<file path="config.mk">
export PLATFORM = sky130hd
export DESIGN_NAME = rrf_alloc
export DESIGN_NICKNAME = d
export VERILOG_FILES = /design/src/rtl/rrf_alloc.sv
export SDC_FILE = /design/constraint.sdc
export NUM_CORES = 1
export LEC_CHECK = 0
export BUFFER_PORTS_ARGS = -buffer_cell sky130_fd_sc_hd__buf_4
export CORE_ASPECT_RATIO = 1.75
export CORE_MARGIN = 2
export CORE_UTILIZATION = 40
export DETAILED_ROUTE_END_ITERATION = 6
export PLACE_DENSITY = 0.66
export SLEW_MARGIN = 0
export SYNTH_ARGS = -nofsm -noshare
export SYNTH_HDL_FRONTEND = slang
export SYNTH_SLANG_ARGS = --single-unit
</file>
<file path="constraint.sdc">
create_clock -name clk -period 4 [get_ports clk]
set_clock_uncertainty 0.15 [all_clocks]
set_input_delay 0.6 -clock clk [delete_from_list [all_inputs] [get_ports clk]]
set_output_delay 0.6 -clock clk [all_outputs]
set_load 0.01 [all_outputs]
</file>
<file path="src/rtl/rrf_alloc.sv">
// Rename-register-file tag allocator: hands out up to two tags per cycle in circular
// order, reclaims up to two per cycle at commit, and rewinds on flush.
module rrf_alloc #(
   parameter int RRF_NUM = 64,
   parameter int RRF_SEL = 6
) (
   input  logic               clk,
   input  logic               reset,
   input  logic [1:0]         req_num,
   input  logic               stall,
   input  logic               flush,
   input  logic [1:0]         com_num,
   output logic               alloc_ok,
   output logic [RRF_SEL-1:0] dpaddr1,
   output logic [RRF_SEL-1:0] dpaddr2,
   output logic               dpen1,
   output logic               dpen2,
   output logic [RRF_SEL-1:0] com1tag,
   output logic [RRF_SEL-1:0] com2tag,
   output logic [RRF_SEL:0]   freenum,
   output logic               rrf_full,
   output logic               rrf_empty,
   output logic               err_commit
);

   localparam logic [RRF_SEL:0] NUM_W = (RRF_SEL+1)'(RRF_NUM);

   logic [RRF_SEL-1:0] rrfptr_q, rrfptr_d;
   logic [RRF_SEL-1:0] comptr_q, comptr_d;
   logic [RRF_SEL:0]   freenum_q, freenum_d;
   logic               err_commit_q, err_commit_d;

   logic [1:0]         req;
   logic [1:0]         com_req;
   logic [1:0]         com_eff;
   logic [1:0]         alloc;
   logic [RRF_SEL:0]   occ;

   // Grant is all-or-nothing and uses the pre-update free count, so tags freed
   // this cycle only become grantable next cycle.
   always_comb begin
      req      = (req_num == 2'd3) ? 2'd2 : req_num;
      alloc_ok = reset & ~stall & ~flush & (req != 2'd0) &
                 (freenum_q >= (RRF_SEL+1)'(req));
      dpen1    = alloc_ok;
      dpen2    = alloc_ok & (req == 2'd2);
      alloc    = {1'b0, dpen1} + {1'b0, dpen2};
   end

   always_comb begin
      com_req = (com_num == 2'd3) ? 2'd2 : com_num;
      occ     = NUM_W - freenum_q;
      com_eff = (occ < (RRF_SEL+1)'(com_req)) ? occ[1:0] : com_req;
   end

   always_comb begin
      comptr_d     = comptr_q + RRF_SEL'(com_eff);
      err_commit_d = (com_eff != com_req);
      if (flush) begin
         rrfptr_d  = comptr_d;
         freenum_d = NUM_W;
      end else begin
         rrfptr_d  = rrfptr_q + RRF_SEL'(alloc);
         freenum_d = freenum_q - (RRF_SEL+1)'(alloc) + (RRF_SEL+1)'(com_eff);
      end
   end

   always_ff @(posedge clk) begin
      if (!reset) begin
         rrfptr_q     <= '0;
         comptr_q     <= '0;
         freenum_q    <= NUM_W;
         err_commit_q <= 1'b0;
      end else begin
         rrfptr_q     <= rrfptr_d;
         comptr_q     <= comptr_d;
         freenum_q    <= freenum_d;
         err_commit_q <= err_commit_d;
      end
   end

   assign dpaddr1    = rrfptr_q;
   assign dpaddr2    = rrfptr_q + RRF_SEL'(1);
   assign com1tag    = comptr_q;
   assign com2tag    = comptr_q + RRF_SEL'(1);
   assign freenum    = freenum_q;
   assign rrf_full   = (freenum_q == '0);
   assign rrf_empty  = (freenum_q == NUM_W);
   assign err_commit = err_commit_q;

endmodule

</file>
==> metrics.txt, run 1 <==
Filler Cell Count=approximately 420; number of buffers inserted to repair setup after CTS=0; number of storage elements in the synthesis netlist=20; full die area=~4800 um2; Horiz. Die Dim=around 53 um; number of clock buffers inserted by TritonCTS=3; clock root buffer=sky130_fd_sc_hd__clkbuf_8; synthesized area per cell=8.88 um2; critical path capture point type=flop; critical path launch point type=primary input; 1st-pass router iterations=6; routed vias=~1500; post-synthesis sequential area ratio=0.236; combinational group share of total power=0.554; clk sink count=20; number of core rows=31; switching power=0.435 mW; violation count after the first detailed-routing iteration=14; post-synthesis async set-or-reset flop share=0; total number of yosys warnings=0; Synth Instances=about 190; post-detailed-placement half-perimeter wirelength=between 3000 and 4000 um; worst IR drop on VDD=around 0.31 mV; Crit path required time=around 4000 ps; area growth from synthesis to layout=29.5%; worst slew pin tran=around 560 ps; hold violation total from the final report=0; diode count=0; max-capacitance violation count=0; number of antenna violations at the first check in global routing=0; number of enable-type register cells in the synthesized netlist=0; Synth Net Count=between 200 and 250; Final Routed Wirelength=4090 um; maximum buffer depth of the clock tree=2; number of buffers inserted for hold repair after clock tree synthesis=0; class of the most critical setup path=primary input to flop; RSZ-0062 raised after global routing=no; result of the run=finished, final reports clean; # setup viols final=0; share of total power consumed by net switching=0.395; library cells used by synthesis=44; placed cell count=281; data arrival time of the critical path=a little under 4000 ps; post-DR wirelength/cell=~14 um; total internal power=roughly 0.67 mW; Min-Delay Path Class=flop to flop; number of nets in the finished design=around 270; overall die height=~90 um; final weighted congestion in routability-driven placement=roughly 0.84; Power per Cell Area=approximately 500 nW/um2; LEAKAGE=between 1 and 1.5 nW; vias in the first global route=1418; critical-path maximum fanout=4; CTS H-tree lvls=1; Pins Over Slew Limit=0; Remaining Overflow, GRT=0; share of post-route cells with drive strength above 1=0.292; number of design rule violations left after detail routing=0; post-route setup TNS=0 ps; Fin Hold WS=between 400 and 500 ps; sequential share of power=0.261; remaining number of nets flagged by the antenna check after routing=0; initial cell density of the core=0.412; Fmax achieved=between 200 and 300 MHz; ratio of routed vias to standard cells=around 5.3; part of the power in the clock network=0.186; relative slew slack=0.625; summed instance area of the synthesized netlist=approximately 1700 um2; pin count of the biggest net entering global routing=13; clock-pin slew on the worst setup and hold paths=80 ps; time the worst path needs with I/O delays and setup=approximately 3800 ps; Boundary Pins=45; Final Cycle Share=0.954; all-layer global routing usage=0.187; wire length of the first global-routing pass=a little under 7000 um; Worst-Skew Late Latency=approximately 260 ps; non-filler instance count after layout=roughly 290; most common flop cell mapped by yosys=sky130_fd_sc_hd__dfxtp_1; count of input and output buffers=44; placeable core region=around 4100 um2; CTS tree=done
==> area by class of cell <==
class | instances | area [um2] | share of cell area
clock buffers | 3 | 41.3 | 0.0188
multi-input cells | 141 | 1210 | 0.551
well taps | 49 | 61.3 | 0.0279
repair buffers | 48 | 360 | 0.164
clock inverters | 1 | 30.0 | 0.0137
inverters | 23 | 86.3 | 0.0393
flip-flops and latches | 20 | 407 | 0.185
==> sequential cells by signal (all words and copies together), names as in the netlist <==
register and count:
com1tag 6, freenum 7, err_commit 1, dpaddr1 6
==> cells in the mapped netlist, types with 2 or more instances <==
master / count / area, um2
sky130_fd_sc_hd__ha_1: 23 / 288
sky130_fd_sc_hd__xnor2_1: 11 / 96.3
sky130_fd_sc_hd__dfxtp_1: 20 / 400
sky130_fd_sc_hd__nand4_1: 2 / 12.5
sky130_fd_sc_hd__o22a_1: 3 / 26.3
sky130_fd_sc_hd__o21ai_0: 7 / 35.0
sky130_fd_sc_hd__clkbuf_1: 5 / 18.8
sky130_fd_sc_hd__a311oi_1: 2 / 17.5
sky130_fd_sc_hd__fa_1: 4 / 80.1
sky130_fd_sc_hd__nand2b_1: 2 / 12.5
sky130_fd_sc_hd__a21oi_1: 9 / 45.0
sky130_fd_sc_hd__nor2_1: 9 / 33.8
sky130_fd_sc_hd__nor2b_1: 6 / 37.5
sky130_fd_sc_hd__inv_1: 23 / 86.3
sky130_fd_sc_hd__mux2i_1: 3 / 30.0
sky130_fd_sc_hd__nand3_1: 10 / 50.1
sky130_fd_sc_hd__or3_1: 4 / 25.0
sky130_fd_sc_hd__nor4_1: 2 / 12.5
sky130_fd_sc_hd__nand2_1: 2 / 7.51
sky130_fd_sc_hd__nor3_1: 8 / 40.0
sky130_fd_sc_hd__o211a_1: 3 / 30.0
sky130_fd_sc_hd__xor2_1: 7 / 61.3
sky130_fd_sc_hd__a211oi_1: 3 / 22.5
sky130_fd_sc_hd__mux2_2: 2 / 22.5
sky130_fd_sc_hd__and2_1: 2 / 12.5
==> layout by cell type, fill, tap and decap left out, drive strengths merged, types with 4 or more instances in the layout <==
cell type   n
buf        48
inv        23
ha         23
dfxtp      20
xnor2      11
nand3      10
nor2        9
a21oi       9
nor3        8
o21ai       7
xor2        7
nor2b       6
or3         4
fa          4
==> through the flow <==
| step | setup WS [ps] | total power, mW | utilization | area (um2) |
|---|---|---|---|---|
| 3_3_place_gp | -37.3 | 0.876 | 0.507 | 2080 |
| 2_1_floorplan | 163 | 0.681 | - | 1700 |
| 4_1_cts | 127 | 1.09 | 0.524 | 2160 |
| 3_5_place_dp | -56.6 | 0.885 | 0.507 | 2080 |
| 5_1_grt | 6.62 | 1.19 | 0.534 | 2200 |
| 6_report | 182 | 1.10 | 0.534 | 2200 |
==> worst max-delay path: stages <==
cell and delay (ps):
sky130_fd_sc_hd__buf_4 120, sky130_fd_sc_hd__inv_1 110, sky130_fd_sc_hd__ha_1 260, sky130_fd_sc_hd__nor2b_1 130, sky130_fd_sc_hd__o31a_1 220, sky130_fd_sc_hd__o21ai_0 430, sky130_fd_sc_hd__a211oi_2 250, sky130_fd_sc_hd__fa_1 630
sky130_fd_sc_hd__inv_1 60, sky130_fd_sc_hd__ha_1 270, sky130_fd_sc_hd__a21o_1 110, sky130_fd_sc_hd__a21oi_1 100, sky130_fd_sc_hd__or4_1 490, sky130_fd_sc_hd__nand3_1 90
==> path summary, 6_finish.rpt <==
path,slack [ps],end,depth (start not counted),start
max reg2reg,350,freenum[6]$_SDFF_PP1_,16,freenum[3]$_SDFF_PP0_
max,180,freenum[5]$_SDFF_PP0_,14,req_num[1]
min,420,com1tag[5]$_SDFF_PN0_,2,com1tag[5]$_SDFF_PN0_
min reg2reg,420,com1tag[5]$_SDFF_PN0_,2,com1tag[5]$_SDFF_PN0_
==> power groups by stage <==
stage               Clock [mW]  Combinational [mW]  Sequential [mW]
floorplan                    0               0.395            0.286
global placement             0               0.585            0.291
detailed placement           0               0.593            0.292
CTS                      0.209               0.599            0.287
global route             0.215               0.682            0.295
finish                   0.205               0.610            0.287
==> kinds of logic (layout without fill, tap and decap cells) <==
| logic type | after synthesis | count (layout) | share of synthesized area |
|---|---|---|---|
| AOI/OAI and AO/OA | 34 | 34 | 0.154 |
| xor gates and xnor gates | 18 | 18 | 0.0930 |
| adders and majority gates | 27 | 27 | 0.217 |
| buffers and inverters | 30 | 75 | 0.0731 |
| DFF | 20 | 20 | 0.236 |
| muxes | 5 | 5 | 0.0310 |
| and+or+nand+nor | 57 | 57 | 0.196 |
==> timing repair <==
action                     CTS  global route
setup endpoints to repair    0             2
hold endpoints to repair     0             0
gates resized for setup      0            10
==> per-layer routing <==
| metal | global-route usage | share of wire |
|---|---|---|
| met1 | 0.219 | 0.41 |
| met2 | 0.307 | 0.50 |
| met3 | 0.0249 | 0.043 |
| met4 | 0.111 | 0.044 |
| met5 | 0 | 0 |
No activity file was read; power rests on OpenSTA's default activity.
==> inputs of run 2 (changes only) <==
--- a/config.mk
+++ b/config.mk
@@ -10,7 +10,7 @@
 export CORE_MARGIN = 2
 export CORE_UTILIZATION = 40
 export DETAILED_ROUTE_END_ITERATION = 6
-export PLACE_DENSITY = 0.66
+export PLACE_DENSITY = 0.68
 export SLEW_MARGIN = 0
 export SYNTH_ARGS = -nofsm -noshare
 export SYNTH_HDL_FRONTEND = slang
==> run 2 against run 1 <==
Net effect:
- core utilization shrank 0.12 points
- critical path type is now flop to flop
- sequential share of layout area shrank 0.24 points
- count of clock-buffer cells in the layout is the same
- hold slack lost 0.66 ps
- worst setup slack gained 160 ps
==> metrics.txt, run 2 (same netlist as run 1, synthesis figures left out) <==
routed vias=1555 (+2.5%); full die area=4800 um2 (unchanged); diode count=0 (unchanged); time the worst path needs with I/O delays and setup=3660 ps (-157 ps); number of core rows=31 (unchanged); RSZ-0062 raised after global routing=no; CTS H-tree lvls=1 (unchanged); worst r2r path cells=16 (unchanged); maximum buffer depth of the clock tree=2 (unchanged); overall die height=90.1 um (unchanged); CTS tree=done; post-DR wirelength/cell=14.2 um (-1.2%); hold violation total from the final report=0 (unchanged); number of nets in the finished design=275 (+1.1%); class of the most critical setup path=flop to flop; all-layer global routing usage=0.179 (-0.00741); commonest non-fill, non-tap cell in the layout=sky130_fd_sc_hd__buf_4; Final Cycle Share=0.915 (-0.0392); Horiz. Die Dim=53.2 um (unchanged); ratio of routed vias to standard cells=5.40 (+1.4%); Worst-Skew Late Latency=270 ps (about the same); Remaining Overflow, GRT=0 (unchanged); vias in the first global route=1466 (+3.4%); result of the run=finished, final reports clean; critical-path maximum fanout=5 (+1); worst r2r dst=freenum[6]$_SDFF_PP1_; number of clock buffers inserted by TritonCTS=3 (unchanged); Final Power=1.10 mW (about the same); max-capacitance violation count=0 (unchanged); data arrival time of the critical path=3690 ps (-180 ps); wire length of the first global-routing pass=6640 um (-1.6%); share of post-route cells with drive strength above 1=0.268 (-0.0246); worst slew pin tran=546 ps (-15.0 ps); clock-pin slew on the worst setup and hold paths=80 ps (about the same); Fmax achieved=273 MHz (+4.3%); cell count of the worst hold path=2 (unchanged); clk sink count=20 (unchanged); placeable core region=4110 um2 (unchanged); count of input and output buffers=44 (unchanged); hold worst-path end=com1tag[5]$_SDFF_PN0_; Pins Over Slew Limit=0 (unchanged); pin count of the biggest net entering global routing=13 (unchanged); Power per Cell Area=502 nW/um2 (+0.15%); critical path capture point type=flop; # setup viols final=0 (unchanged); Crit path required time=4030 ps (-20 ps); worst IR drop on VDD=0.359 mV (+14%); critical path launch point type=flop; number of design rule violations left after detail routing=0 (unchanged); Boundary Pins=45 (unchanged); final weighted congestion in routability-driven placement=0.902 (+6.9%); relative slew slack=0.635 (+0.0100); worst reg2reg path startpoint=freenum[0]$_SDFF_PP0_; initial cell density of the core=0.412 (unchanged); clock root buffer=sky130_fd_sc_hd__clkbuf_8; beginning of the worst hold path=com1tag[5]$_SDFF_PN0_; post-route setup TNS=0 ps (unchanged); number of antenna violations at the first check in global routing=0 (unchanged); violation count after the first detailed-routing iteration=21 (+7); most used cells in the layout excluding fill and tap cells=51 x sky130_fd_sc_hd__buf_4, 23 x sky130_fd_sc_hd__inv_1, 22 x sky130_fd_sc_hd__ha_1; LEAKAGE=1.06 nW (+2.2%); internal reg-to-reg setup slack=340 ps (about the same); number of flip-flops in the largest register=7 (unchanged); 1st-pass router iterations=4 (-2); post-detailed-placement half-perimeter wirelength=3290 um (about the same); number of buffers inserted to repair setup after CTS=0 (unchanged); area growth from synthesis to layout=29.2%; remaining number of nets flagged by the antenna check after routing=0 (unchanged); Final Routed Wirelength=4090 um (-0.12%); Min-Delay Path Class=flop to flop
## run 2: cell count changes in the layout (fill, tap and decap cells not counted), sizes merged
cell / before / now
buf: 48 / 51
## run 2: final cells by class
cell class / count / area (um2)
Fill cell: 407 / 1920
Clock buffer: 3 / 41.3
Timing Repair Buffer: 51 / 383
Sequential cell: 20 / 400
Tap cell: 49 / 61.3
Clock inverter: 1 / 30.0
Inverter: 23 / 86.3
Multi-Input combinational cell: 141 / 1190
## run 2: metrics by stage
stage | hold slack, ps | worst slack (ps) | cells | cell area, um2 | utilization
2_1_floorplan | 395 | 163 | 191 | 1700 | -
3_3_place_gp | 391 | 184 | 284 | 2110 | 0.512
3_5_place_dp | 409 | 138 | 284 | 2110 | 0.512
4_1_cts | 421 | 221 | 288 | 2180 | 0.530
5_1_grt | 455 | 82.2 | 288 | 2190 | 0.533
6_report | 416 | 339 | 288 | 2190 | 0.533
## run 2: routing by layer
layer	track usage	part of all wire	up-vias
met5	0	0	-
met2	0.308	0.53	38
met4	0.0791	0.029	0
met1	0.212	0.40	739
li1	-	-	769
met3	0.0216	0.038	9
## run 2: timing repair
| item | 4_1_cts | 5_1_grt |
|---|---|---|
| hold buffers | 0 | 0 |
| setup endpoints to repair | 0 | 1 |
| resized for setup | 0 | 1 |
## run 2: power by group
group          switching (mW)  internal, mW  total (mW)
Combinational           0.315         0.297       0.612
Clock                  0.0747         0.134       0.208
Sequential             0.0465         0.234       0.281
## run 2: worst max-delay path, cell delays in order (launching register included)
cell and delay (ps):
sky130_fd_sc_hd__dfxtp_1 330, sky130_fd_sc_hd__inv_1 90, sky130_fd_sc_hd__ha_4 270, sky130_fd_sc_hd__ha_1 330
sky130_fd_sc_hd__a2111oi_4 300, sky130_fd_sc_hd__o2111ai_2 190, sky130_fd_sc_hd__buf_4 190, sky130_fd_sc_hd__mux2i_1 150
sky130_fd_sc_hd__ha_1 250, sky130_fd_sc_hd__inv_1 60, sky130_fd_sc_hd__ha_1 170, sky130_fd_sc_hd__inv_1 60
sky130_fd_sc_hd__fa_1 370, sky130_fd_sc_hd__nor2b_1 160, sky130_fd_sc_hd__o21ba_2 180, sky130_fd_sc_hd__o21ai_0 80
sky130_fd_sc_hd__a311oi_1 230
## run 2: worst max path at each step
stage,to,start,cells after the start,slack (ps)
floorplan,freenum[6]$_SDFF_PP1_,freenum[0]$_SDFF_PP0_,13,160
detailed placement,freenum[5]$_SDFF_PP0_,req_num[1],14,140
global placement,freenum[5]$_SDFF_PP0_,req_num[1],14,180
finish,freenum[6]$_SDFF_PP1_,freenum[0]$_SDFF_PP0_,16,340
CTS,freenum[6]$_SDFF_PP1_,freenum[0]$_SDFF_PP0_,16,220
global route,freenum[6]$_SDFF_PP1_,freenum[1]$_SDFF_PP0_,16,80
